**config.mk**
```make
export PLATFORM = sky130hd
export DESIGN_NAME = etc_block_sequencer
export DESIGN_NICKNAME = d
export VERILOG_FILES = /design/src/rtl/etc_block_sequencer.sv
export SDC_FILE = /design/constraint.sdc
export NUM_CORES = 1
export LEC_CHECK = 0
export BUFFER_PORTS_ARGS = -buffer_cell sky130_fd_sc_hd__buf_2
export CORE_UTILIZATION = 39
export CTS_CLUSTER_SIZE = 40
export DETAILED_ROUTE_END_ITERATION = 6
export PLACE_DENSITY = 0.52
export SYNTH_ARGS = -nofsm -noshare
export SYNTH_HDL_FRONTEND = slang
export SYNTH_SLANG_ARGS = --single-unit
```
**constraint.sdc**
```tcl
create_clock -name sclk -period 4.9 [get_ports sclk]
set_input_delay 0 -clock sclk [delete_from_list [all_inputs] [get_ports sclk]]
set_output_delay 0 -clock sclk [all_outputs]
set_load 0.02 [all_outputs]
```
**src/rtl/etc_block_sequencer.sv**
```systemverilog
// ETC2 block sequencer: requests the 16 decoded pixels of a block one at a time
// in column-major order, buffers them, then streams them out in raster order.
//
// state | meaning
// IDLE  | ready for a new compressed block
// REQ   | one-cycle pixel request to the decoder
// WAIT  | waiting for the decoder response or the pixel timeout
// DRAIN | streaming the 16 buffered pixels downstream
module etc_block_sequencer #(
  parameter logic [7:0] PIX_TIMEOUT = 8'd255
) (
  input  logic        sclk,
  input  logic        rsrt,
  input  logic        blk_valid,
  output logic        blk_ready,
  input  logic [63:0] blk_data,
  input  logic        blk_flags,
  output logic [63:0] dec_block,
  output logic        dec_flags,
  output logic        dec_rtr,
  output logic [3:0]  dec_pixIdx,
  input  logic        dec_rts,
  input  logic [7:0]  dec_r,
  input  logic [7:0]  dec_g,
  input  logic [7:0]  dec_b,
  input  logic [7:0]  dec_a,
  output logic        out_valid,
  input  logic        out_ready,
  output logic [31:0] out_rgba,
  output logic [1:0]  out_x,
  output logic [1:0]  out_y,
  output logic        out_last,
  output logic        err
);

  localparam logic [1:0] S_IDLE  = 2'd0;
  localparam logic [1:0] S_REQ   = 2'd1;
  localparam logic [1:0] S_WAIT  = 2'd2;
  localparam logic [1:0] S_DRAIN = 2'd3;

  logic [1:0]  state;
  logic [3:0]  idx;
  logic [3:0]  k;
  logic [7:0]  wcnt;
  logic [31:0] pix_buf [16];
  logic        pix_done;
  logic        timed_out;

  // Combinational handshakes are gated by rsrt so they drop during the reset cycle itself.
  assign blk_ready  = (state == S_IDLE) && !rsrt;
  assign dec_rtr    = (state == S_REQ) && !rsrt;
  assign out_valid  = (state == S_DRAIN) && !rsrt;
  assign out_last   = out_valid && (k == 4'd15);
  assign dec_pixIdx = idx;

  assign timed_out = !dec_rts && (wcnt == PIX_TIMEOUT);
  assign pix_done  = (state == S_WAIT) && !rsrt && (dec_rts || timed_out);

  assign out_x    = k[1:0];
  assign out_y    = k[3:2];
  assign out_rgba = pix_buf[{k[1:0], k[3:2]}];

  always_ff @(posedge sclk) begin
    if (rsrt) begin
      state     <= S_IDLE;
      idx       <= 4'd0;
      k         <= 4'd0;
      wcnt      <= 8'd0;
      dec_block <= 64'd0;
      dec_flags <= 1'b0;
      err       <= 1'b0;
    end else begin
      case (state)
        S_IDLE: begin
          if (blk_valid) begin
            dec_block <= blk_data;
            dec_flags <= blk_flags;
            err       <= 1'b0;
            idx       <= 4'd0;
            state     <= S_REQ;
          end
        end
        S_REQ: begin
          wcnt  <= 8'd0;
          state <= S_WAIT;
        end
        S_WAIT: begin
          if (pix_done) begin
            if (timed_out) err <= 1'b1;
            if (idx == 4'd15) begin
              k     <= 4'd0;
              state <= S_DRAIN;
            end else begin
              idx   <= idx + 4'd1;
              state <= S_REQ;
            end
          end else begin
            wcnt <= wcnt + 8'd1;
          end
        end
        default: begin
          if (out_ready) begin
            k <= k + 4'd1;
            if (k == 4'd15) state <= S_IDLE;
          end
        end
      endcase
    end
  end

  // Pixel storage is fully written before it is ever read, so it carries no reset.
  always_ff @(posedge sclk) begin
    if (pix_done) pix_buf[idx] <= dec_rts ? {dec_a, dec_b, dec_g, dec_r} : 32'h0;
  end

endmodule
```
Word-level counts from Yosys, hierarchy flattened
Memories as Yosys holds them, arrays and structs flattened. A register that Yosys moved wholly into a read port is not among the register bits.
Cells that the tools add are included.

cells by class
  equal/unequal tests = 12
  multiplexer cells = 25
  reductions and logical operators = 23
  add/sub/neg operators = 3
  bitwise operators = 1

operators by type and width
  operator               number
  $mux W32               1
  $mux W4                8
  $pmux W4 S2            2
  $pmux W8 S2            1
  $reduce_and A4 Y1      4
  $mux W2                5
  $ne A2 B2 Y1 const B   5
  $add A4 B1 Y4 const B  2
  $add A8 B1 Y8 const B  1
  $eq A4 B4 Y1 const B   2
  $eq A8 B8 Y1 const B   1
  $mux W8                1
  $reduce_bool A4 Y1     2
  $logic_and A1 B1 Y1    7
  $pmux W2 S3            1
  $reduce_bool A2 Y1     3
  $mux W1                5
  $eq A2 B2 Y1 const B   2
  $reduce_and A2 Y1      2
  $eq A2 B1 Y1 const B   1
  $logic_not A1 Y1       2
  $logic_not A2 Y1       1
  $ne A2 B1 Y1 const B   1
  $pmux W1 S2            1
  3 further kinds        3

word-level totals
  bits of input ports = 102
  bits in registers = 84
  word-level logic and storage cells = 72
  memories = 1
  bits in writable memories = 512
  output and inout port bits = 110

memory list
  memory   depth  bits a word  rd ports  clocked after memory_dff  wr ports  line  RTL
  pix_buf  16     32           1         1                         1         45    logic [31:0] pix_buf [16];

Logic depth before layout (Yosys ltp)
Gate-level depths: netlist of the first run.

  word-level depth = 8
  depth in mapped cells = 8

Worst setup path after synthesis of the first run
OpenSTA, ideal clock, no wires.

  kind = reg-to-reg
  start point = register state[0]
  end point = memory pix_buf[8][0], enable pin
  path slack = 2.240 ns
  cell stages (with the launch flop) = 7
  arrival = 2.268 ns
  path buffers = 1
  path through = dfxtp_1 inv_1 ha_1 buf_2 nand2b_1 nor4b_1 and2_1

between the ends
  cells in the longest elaborated chain, start to end = 5

RTL lines
  what                              line  RTL
  start: declaration                41    logic [1:0] state;
  start signal: assignment          65    state <= S_IDLE;
  start signal: assignment          80    state <= S_REQ;
  start signal: assignment          85    state <= S_WAIT;
  $eq A2 B2 Y1                      57    assign pix_done = (state == S_WAIT) && !rsrt && (dec_rts || timed_out);
  $logic_and A1 B1 Y1 (2 in a row)  57
  $mux W1 (2 in a row)              113   if (pix_done) pix_buf[idx] <= dec_rts ? {dec_a, dec_b, dec_g, dec_r} : 32'h0;
  end: declaration                  45

Every way passes these cells.

==> results of run 1 <==
-- registers in the layout (all words and copies together), names as in the netlist, named ones only --
signal,count
dec_pixIdx,4
err,1
state,2
wcnt,8
pix_buf,512
k,4
dec_flags,1
dec_block,64
-- area by class of cell --
class | count | area (um2)
timing repair buffer | 294 | 1890
clock buffer | 89 | 1880
clock inverter | 36 | 256
fill | 4982 | 31100
sequential | 600 | 17100
antenna | 1 | 2.50
tap | 773 | 967
inverter | 7 | 26.3
multi-input combinational | 524 | 5670
-- critical path: stages (launching register included) --
cell and delay, ns:
dfxtp_4 0.81, buf_12 0.45, mux4_1 0.63, mux4_2 0.51, buf_2 0.19
-- kinds of logic (layout without fill, tap and decap cells) --
family,Yosys count,in the layout
flops,600,600
simple gates,240,240
mux,161,161
compound gates,113,113
buf+inv,75,426
fa+ha+maj,10,10
other cells,0,1
-- per-stage QoR --
step | cell area [um2] | utilization
floorplan | 23200 | -
global placement | 25000 | 0.425
detailed placement | 25000 | 0.425
CTS | 27800 | 0.473
global route | 27800 | 0.473
finish | 27800 | 0.473
-- routing by layer --
metal  wire length (um)  global-route usage
met2              25200               0.289
met4               1070              0.0508
met1              22700               0.235
met5                 25                   0
met3               2700              0.0370
-- power groups by stage --
stage	Clock [mW]	Combinational (mW)	Sequential [mW]
floorplan	0	0.588	5.90
global placement	0	0.977	5.85
detailed placement	0	0.986	5.86
CTS	4.97	1.03	5.75
global route	5.15	1.11	5.76
finish	4.84	1.02	5.75
-- path summary, 6_finish.rpt --
kind                 from              end  slack [ns]  cells past startpoint
max                  flop      out_rgba[0]        1.71                      4
min              dec_a[3]  pix_buf[14][27]        0.02                      2
max reg2reg      state[0]   pix_buf[5][15]        1.72                      5
min reg2reg  dec_block[2]     dec_block[2]        0.45                      2
-- cells in the mapped netlist, types with 12 or more instances --
cell type,n,area share
edfxtp_1,512,0.66
and2_1,46,0.012
clkbuf_1,36,0.0058
buf_6,12,0.0058
a21oi_1,75,0.016
nand3_1,13,0.0028
buf_2,12,0.0026
mux4_1,24,0.027
mux4_2,136,0.13
dfxtp_1,88,0.076
nand2_1,138,0.022
==> flow_summary.yaml, run 1 <==
outcome:
  outcome: "finished clean"
timing:
  worst_pin_slew_ns: 1.21
  hold_viol: 0
  hold_slack_ns: 0.0178
  rsz0062_at_grt: "no"
  clock.fmax_ghz: 0.313
  slew_headroom: 0.191
  slew_viol_final: 0
  finalCritPeriodShare: 0.651
  finalSetupViolations: 0
  fin_tns_setup_ns: 0
  worst_slack_ns: 1.71
  skew_ns: 0.0219
  min_period_ns: 3.19
clock_tree:
  clock_path_buffers: 3
  root_buffer: "clkbuf_16"
  ctsResizeCount: 0
  insertion_delay_ns: 0.60
  cts_hold_buf: 69
  post_cts_buffers: 0
  clk_pin_slew_ns: 0.06
  tritoncts: "yes"
  cts.htree.levels: 3
  cts.sink_count: 600
  numCtsBuffers: 68
place:
  dpl.hpwl_um: 28700
  portBuffers: 211
  gp_congestion: 0.749
  dp_worst_setup_slack_ns: 1.74
  place.detailed.instances: 2129
global_route:
  antenna_found_initial: 3
  grt_usage: 0.176
  grt_pass1_wl_um: 79000
  grt_pass1_vias: 12969
  overflow: 0
  grt_max_degree: 97
synthesis:
  synth_edf_count: 512
  ys.flop_type: "edfxtp_1"
  synth_top_family_by_area: "multiplexers"
  synth_xor_area_frac: 0
  synth-async-reset-ratio: 0
  ys_ff_latch: 600
  synth-compound-area-share: 0.0290
  syn_nets: 1311
  yosysWarnings: 0
  synthAdderAreaFrac: 0.00540
  synthCells: 1199
  netlist_area_um2: 23200
  ys_types: 51
  ys_seq_area_frac: 0.739
  yosys.area_share.simple: 0.0492
  synth.avg_cell_area_um2: 19.3
  synthMuxAreaShare: 0.160
critical_path:
  worstSetupPathType: "reg -> out"
  critPathCaptureType: "output port"
  cp-start-kind: "flop"
  crit_arrival_ns: 3.19
  crit_required_ns: 4.90
  cp_max_fo: 51
floorplan:
  core_area_um2: 58900
  die_area_um2: 60400
  fp.dieH_um: 246
  start_util: 0.394
  die_w_um: 246
  ioPinCount: 212
  rows: 89
detailed_routing:
  drt_iter0_markers: 690
  wl_um: 51800
  dr.pass1.iters: 5
  drc: 0
  antenna_left: 0
  via_per_inst: 5.21
  wire_per_inst_um: 22.3
  route.vias.total: 12105
power:
  p_int_mw: 8.84
  pwr-share-comb: 0.088
  power_density_nw_per_um2: 417
  clkPwrFrac: 0.417
  ir_worst_vdd_mv: 0.259
  p_total_mw: 11.6
  p_sw_frac: 0.238
  switching_power_mw: 2.76
  p_seq_frac: 0.495
  p_leak_nw: 8.96
layout:
  area_growth_pct: 20.1
  final_cells: 2324
  final_common_cell: "edfxtp_1"
  final_layout_size_suffix_gt1_frac: 0.312
  nNetsFinal: 1607
  mostFrequentLayoutCells: "edfxtp_1, buf_2, nand2_1, mux4_2, dfxtp_1"
hold_path:
  min_path_type: "in -> reg"
flow_run:
  cap_violations: 0
(Power assumes the default switching activity.)
==> run 2: changes to the inputs <==
--- a/config.mk
+++ b/config.mk
@@ -9,7 +9,7 @@
 export CORE_UTILIZATION = 39
 export CTS_CLUSTER_SIZE = 40
 export DETAILED_ROUTE_END_ITERATION = 6
-export PLACE_DENSITY = 0.52
+export PLACE_DENSITY = 0.54
 export SYNTH_ARGS = -nofsm -noshare
 export SYNTH_HDL_FRONTEND = slang
 export SYNTH_SLANG_ARGS = --single-unit
==> constraint.sdc (replaced) <==
create_clock -name sclk -period 2.8 [get_ports sclk]
set_input_delay 0 -clock sclk [delete_from_list [all_inputs] [get_ports sclk]]
set_output_delay 0 -clock sclk [all_outputs]
set_load 0.02 [all_outputs]
==> run 2 against run 1 <==
First-iteration DRC count rose by 17%. Die area did not move. Largest power group unchanged. Via count rose by 2.0%. Largest cell class unchanged. Sequential share of layout area fell by 1.2 points. Total power rose by 75%. Non-clock buffer count rose by 30. Cell count rose by 0.99%. Utilization rose by 0.93 points. Clock-buffer cell count fell by 1. Critical path depth did not move. Final area rose by 2.0%. Critical endpoint is now out_rgba[17].
==> flow_summary.yaml, run 2 (synthesized netlist as in run 1, its figures left out) <==
outcome:
  outcome: "finished clean"
layout:
  utilization: 0.482
  final_layout_size_suffix_gt1_frac: 0.319
  nNetsFinal: 1635
  final_area_um2: 28400
  mostFrequentLayoutCells: "edfxtp_1, buf_2, mux4_2, nand2_1, dfxtp_1"
  area_growth_pct: 22.5
  top_register: "pix_buf"
  largest_register_ffs: 512
  nFillCells: 4878
  top_regs: "pix_buf x512, dec_block x64, wcnt x8"
  final_cells: 2347
  diodes: 0
  final_common_cell: "edfxtp_1"
place:
  dp_worst_setup_slack_ns: 0.336
  place.detailed.instances: 2155
  dpl.hpwl_um: 30700
  placed_cell_area_um2: 25500
  gp_congestion: 0.772
  portBuffers: 211
timing:
  min_period_ns: 2.72
  slew_headroom: 0.446
  hold_viol: 0
  slew_viol_final: 0
  worst_pin_slew_ns: 0.831
  clock.fmax_ghz: 0.367
  finalSetupViolations: 0
  rsz0062_at_grt: "yes"
  finalCritPeriodShare: 0.972
  worst_slack_ns: 0.0778
  skew_ns: 0.0107
critical_path:
  r2r_slack_ns: 0.27
  rr_endpoint: "pix_buf[4][13]"
  rr_startpoint: "wcnt[0]"
  cp-start-kind: "flop"
  crit_arrival_ns: 2.72
  worstSetupPathType: "reg -> out"
  cp_max_fo: 24
  crit_required_ns: 2.80
  rr_worst_depth: 6
  critPathCaptureType: "output port"
hold_path:
  min_path_type: "in -> reg"
  min_to: "pix_buf[8][0]"
  holdPathStages: 2
  hp-start: "dec_r[0]"
global_route:
  antenna_found_initial: 4
  grt_pass1_vias: 12967
  overflow: 0
  grt_usage: 0.181
  grt_pass1_wl_um: 80900
  grt_max_degree: 79
floorplan:
  die_w_um: 246
  start_util: 0.394
  ioPinCount: 212
  rows: 89
  die_area_um2: 60400
  core_area_um2: 58900
  fp.dieH_um: 246
detailed_routing:
  wire_per_inst_um: 22.7
  antenna_left: 0
  drc: 0
  drt_iter0_markers: 805
  dr.pass1.iters: 5
  route.vias.total: 12349
  wl_um: 53200
  via_per_inst: 5.26
clock_tree:
  clk_pin_slew_ns: 0.06
  cts.sink_count: 600
  numCtsBuffers: 66
  root_buffer: "clkbuf_16"
  tritoncts: "yes"
  cts.htree.levels: 3
  insertion_delay_ns: 0.60
  clock_path_buffers: 3
power:
  ir_worst_vdd_mv: 0.455
  p_leak_nw: 9.20
  p_total_mw: 20.3
  power_density_nw_per_um2: 715
flow_run:
  cap_violations: 0
==> run 2: worst max path at each step <==
stage	slack (ns)	depth (start not counted)	endpoint
3_3_place_gp	0.38	6	pix_buf[4][11]
4_1_cts	-0.008	4	out_rgba[0]
2_1_floorplan	0.14	6	pix_buf[8][0]
3_5_place_dp	0.34	6	pix_buf[2][13]
6_report	0.08	4	out_rgba[17]
5_1_grt	-0.02	4	out_rgba[28]
==> run 2: per-layer routing <==
layer	part of all wire	wire length [um]	vias up	track usage
met1	0.45	24000	6401	0.250
met3	0.057	3060	64	0.0372
li1	-	-	5501	-
met5	0.00045	24	-	0
met2	0.47	25300	379	0.289
met4	0.016	868	4	0.0521
==> run 2: per-stage QoR <==
stage / hold WS (ns) / setup TNS [ns]
2_1_floorplan: 0.136 / 0
3_3_place_gp: 0.240 / 0
3_5_place_dp: 0.246 / 0
4_1_cts: 0.0115 / -0.0123
5_1_grt: 0.0595 / -0.0984
6_report: 0.0331 / 0
==> run 2: cell type report <==
class | count | area (um2) | area share
well taps | 773 | 967 | 0.0341
clock inverters | 31 | 245 | 0.00864
flip-flops and latches | 600 | 17100 | 0.604
repair buffers | 324 | 2500 | 0.0881
inverters | 7 | 26.3 | 0.000925
multi-input cells | 524 | 5660 | 0.199
clock buffers | 88 | 1840 | 0.0648
==> run 2: where the power goes <==
part / switching (mW) / total [mW] / leakage (nW) / internal [mW]
registers: 0.174 / 10.0 / 5.15 / 9.87
logic: 1.17 / 1.89 / 3.04 / 0.720
clock network: 3.40 / 8.38 / 1.02 / 4.98
==> run 2: critical path: stages (launching register included) <==
cell	delay, ns
dfxtp_4	0.49
bufbuf_16	0.42
mux4_2	0.53
mux4_2	0.50
buf_2	0.18
==> run 2: repair_timing <==
action                                  CTS  global route
gates resized for setup                   4             0
hold buffers                             69             0
endpoints found under the setup margin   21             9
hold endpoints to repair                 80             0
buffers inserted                          2             0
cloned                                    2             0
==> run 3: changes to the inputs <==
--- a/config.mk
+++ b/config.mk
@@ -5,11 +5,12 @@
 export SDC_FILE = /design/constraint.sdc
 export NUM_CORES = 1
 export LEC_CHECK = 0
-export BUFFER_PORTS_ARGS = -buffer_cell sky130_fd_sc_hd__buf_2
+export BUFFER_PORTS_ARGS = -buffer_cell sky130_fd_sc_hd__clkbuf_2
 export CORE_UTILIZATION = 39
 export CTS_CLUSTER_SIZE = 40
 export DETAILED_ROUTE_END_ITERATION = 6
 export PLACE_DENSITY = 0.54
+export SLEW_MARGIN = 40
 export SYNTH_ARGS = -nofsm -noshare
 export SYNTH_HDL_FRONTEND = slang
 export SYNTH_SLANG_ARGS = --single-unit
==> run 3 against run 2 <==
Clock-buffer cell count is 5 higher. Largest power group unchanged. Critical path depth stayed put. Highest routed layer unchanged. Combinational power hardly changed. Non-clock buffer count is 1 lower. First-iteration DRC count is 2.2% higher. Sequential cell count stayed put.
==> flow_summary.yaml, run 3 (synthesized netlist as in run 1, its figures left out) <==
outcome:
  outcome: "finished clean"
detailed_routing:
  antenna_left: 0
  wire_per_inst_um: 21.9
  wl_um: 51300
  dr.pass1.iters: 5
  route.vias.total: 12145
  drt_iter0_markers: 823
  drc: 0
  via_per_inst: 5.18
place:
  portBuffers: 211
  placed_cell_area_um2: 25400
  gp_congestion: 0.789
  dpl.hpwl_um: 29800
  dp_worst_setup_slack_ns: 0.387
critical_path:
  cp_cell_sequence: "buf_4, mux4_1, mux4_2, clkbuf_2"
  slowest_stage: "mux4_1"
  rr_startpoint: "wcnt[0]"
  critPathBufInv: 2
  critPathCaptureType: "output port"
  crit_required_ns: 2.80
  worstSetupPathType: "reg -> out"
  cp_max_fo: 18
  critPathMaxStageDelay_ns: 0.62
  critPathTopFamily: "multiplexers"
  crit_arrival_ns: 2.71
  cp-start-kind: "flop"
power:
  p_leak_nw: 9.05
  ir_worst_vdd_mv: 0.582
  power_density_nw_per_um2: 705
timing:
  hold_slack_ns: 0.0156
  worst_pin_slew_ns: 0.748
  hold_viol: 0
  fin_tns_setup_ns: 0
  slew_viol_final: 0
  rsz0062_at_grt: "yes"
  skew_ns: 0.0204
  finalSetupViolations: 0
  min_period_ns: 2.71
  finalCritPeriodShare: 0.968
  clock.fmax_ghz: 0.369
  slew_headroom: 0.501
  worst_slack_ns: 0.0897
hold_path:
  hp-start: "dec_g[4]"
  min_path_type: "in -> reg"
layout:
  top_regs: "pix_buf x512, dec_block x64, wcnt x8"
  utilization: 0.477
  final_layout_size_suffix_gt1_frac: 0.314
  final_common_cell: "edfxtp_1"
  nNetsFinal: 1634
  mostFrequentLayoutCells: "edfxtp_1, clkbuf_2, nand2_1, mux4_2, dfxtp_1"
  final_area_um2: 28100
  nFillCells: 4897
  diodes: 0
  area_growth_pct: 21.2
  top_register: "pix_buf"
  largest_register_ffs: 512
clock_tree:
  clk_pin_slew_ns: 0.06
  cts.sink_count: 600
  insertion_delay_ns: 0.60
  numCtsBuffers: 66
  ctsResizeCount: 0
  clock_path_buffers: 3
  tritoncts: "yes"
  cts.htree.levels: 3
  post_cts_buffers: 0
  root_buffer: "clkbuf_16"
floorplan:
  die_area_um2: 60400
  fp.dieH_um: 246
  start_util: 0.394
  die_w_um: 246
  ioPinCount: 212
  core_area_um2: 58900
  rows: 89
global_route:
  overflow: 0
  grt_pass1_wl_um: 78300
  grt_pass1_vias: 12799
  grt_usage: 0.174
  antenna_found_initial: 1
  grt_max_degree: 72
flow_run:
  cap_violations: 0
-- run 3: routing by layer --
layer  global-route usage  share of wire  vias up  wire, um
met4               0.0499          0.016        2       816
met3               0.0365          0.057       67      2910
met5                    0        0.00023        -        12
li1                     -              -     5497         -
met2                0.287           0.49      338     25300
met1                0.233           0.43     6241     22300
-- run 3: cell type report --
| class | count | area [um2] | share of cell area |
|---|---|---|---|
| well taps | 773 | 967 | 0.0344 |
| clock inverters | 24 | 154 | 0.00548 |
| inverters | 7 | 26.3 | 0.000935 |
| flip-flops and latches | 600 | 17100 | 0.610 |
| repair buffers | 323 | 2330 | 0.0831 |
| multi-input cells | 524 | 5670 | 0.202 |
| clock buffers | 93 | 1810 | 0.0642 |
-- run 3: worst paths after layout --
| path | to | slack, ns | depth (start not counted) |
|---|---|---|---|
| max | out_rgba[29] | 0.09 | 4 |
| min | pix_buf[13][12] | 0.02 | 2 |
| max reg2reg | pix_buf[9][12] | 0.37 | 6 |
| min reg2reg | dec_block[57] | 0.45 | 2 |
-- run 3: what timing repair did --
item                       4_1_cts  5_1_grt
hold buffers                    75        0
setup endpoints to repair        0        4
hold endpoints to repair       150        0
-- run 3: stage by stage --
stage / power [mW] / instances
2_1_floorplan: 11.3 / 1199
3_3_place_gp: 12.0 / 2152
3_5_place_dp: 12.0 / 2152
4_1_cts: 20.1 / 2344
5_1_grt: 20.6 / 2344
6_report: 19.8 / 2344
-- run 3: power breakdown --
group / internal, mW / switching [mW]
clock network: 4.52 / 3.39
registers: 9.87 / 0.155
logic: 0.701 / 1.19
total: 15.1 / 4.73
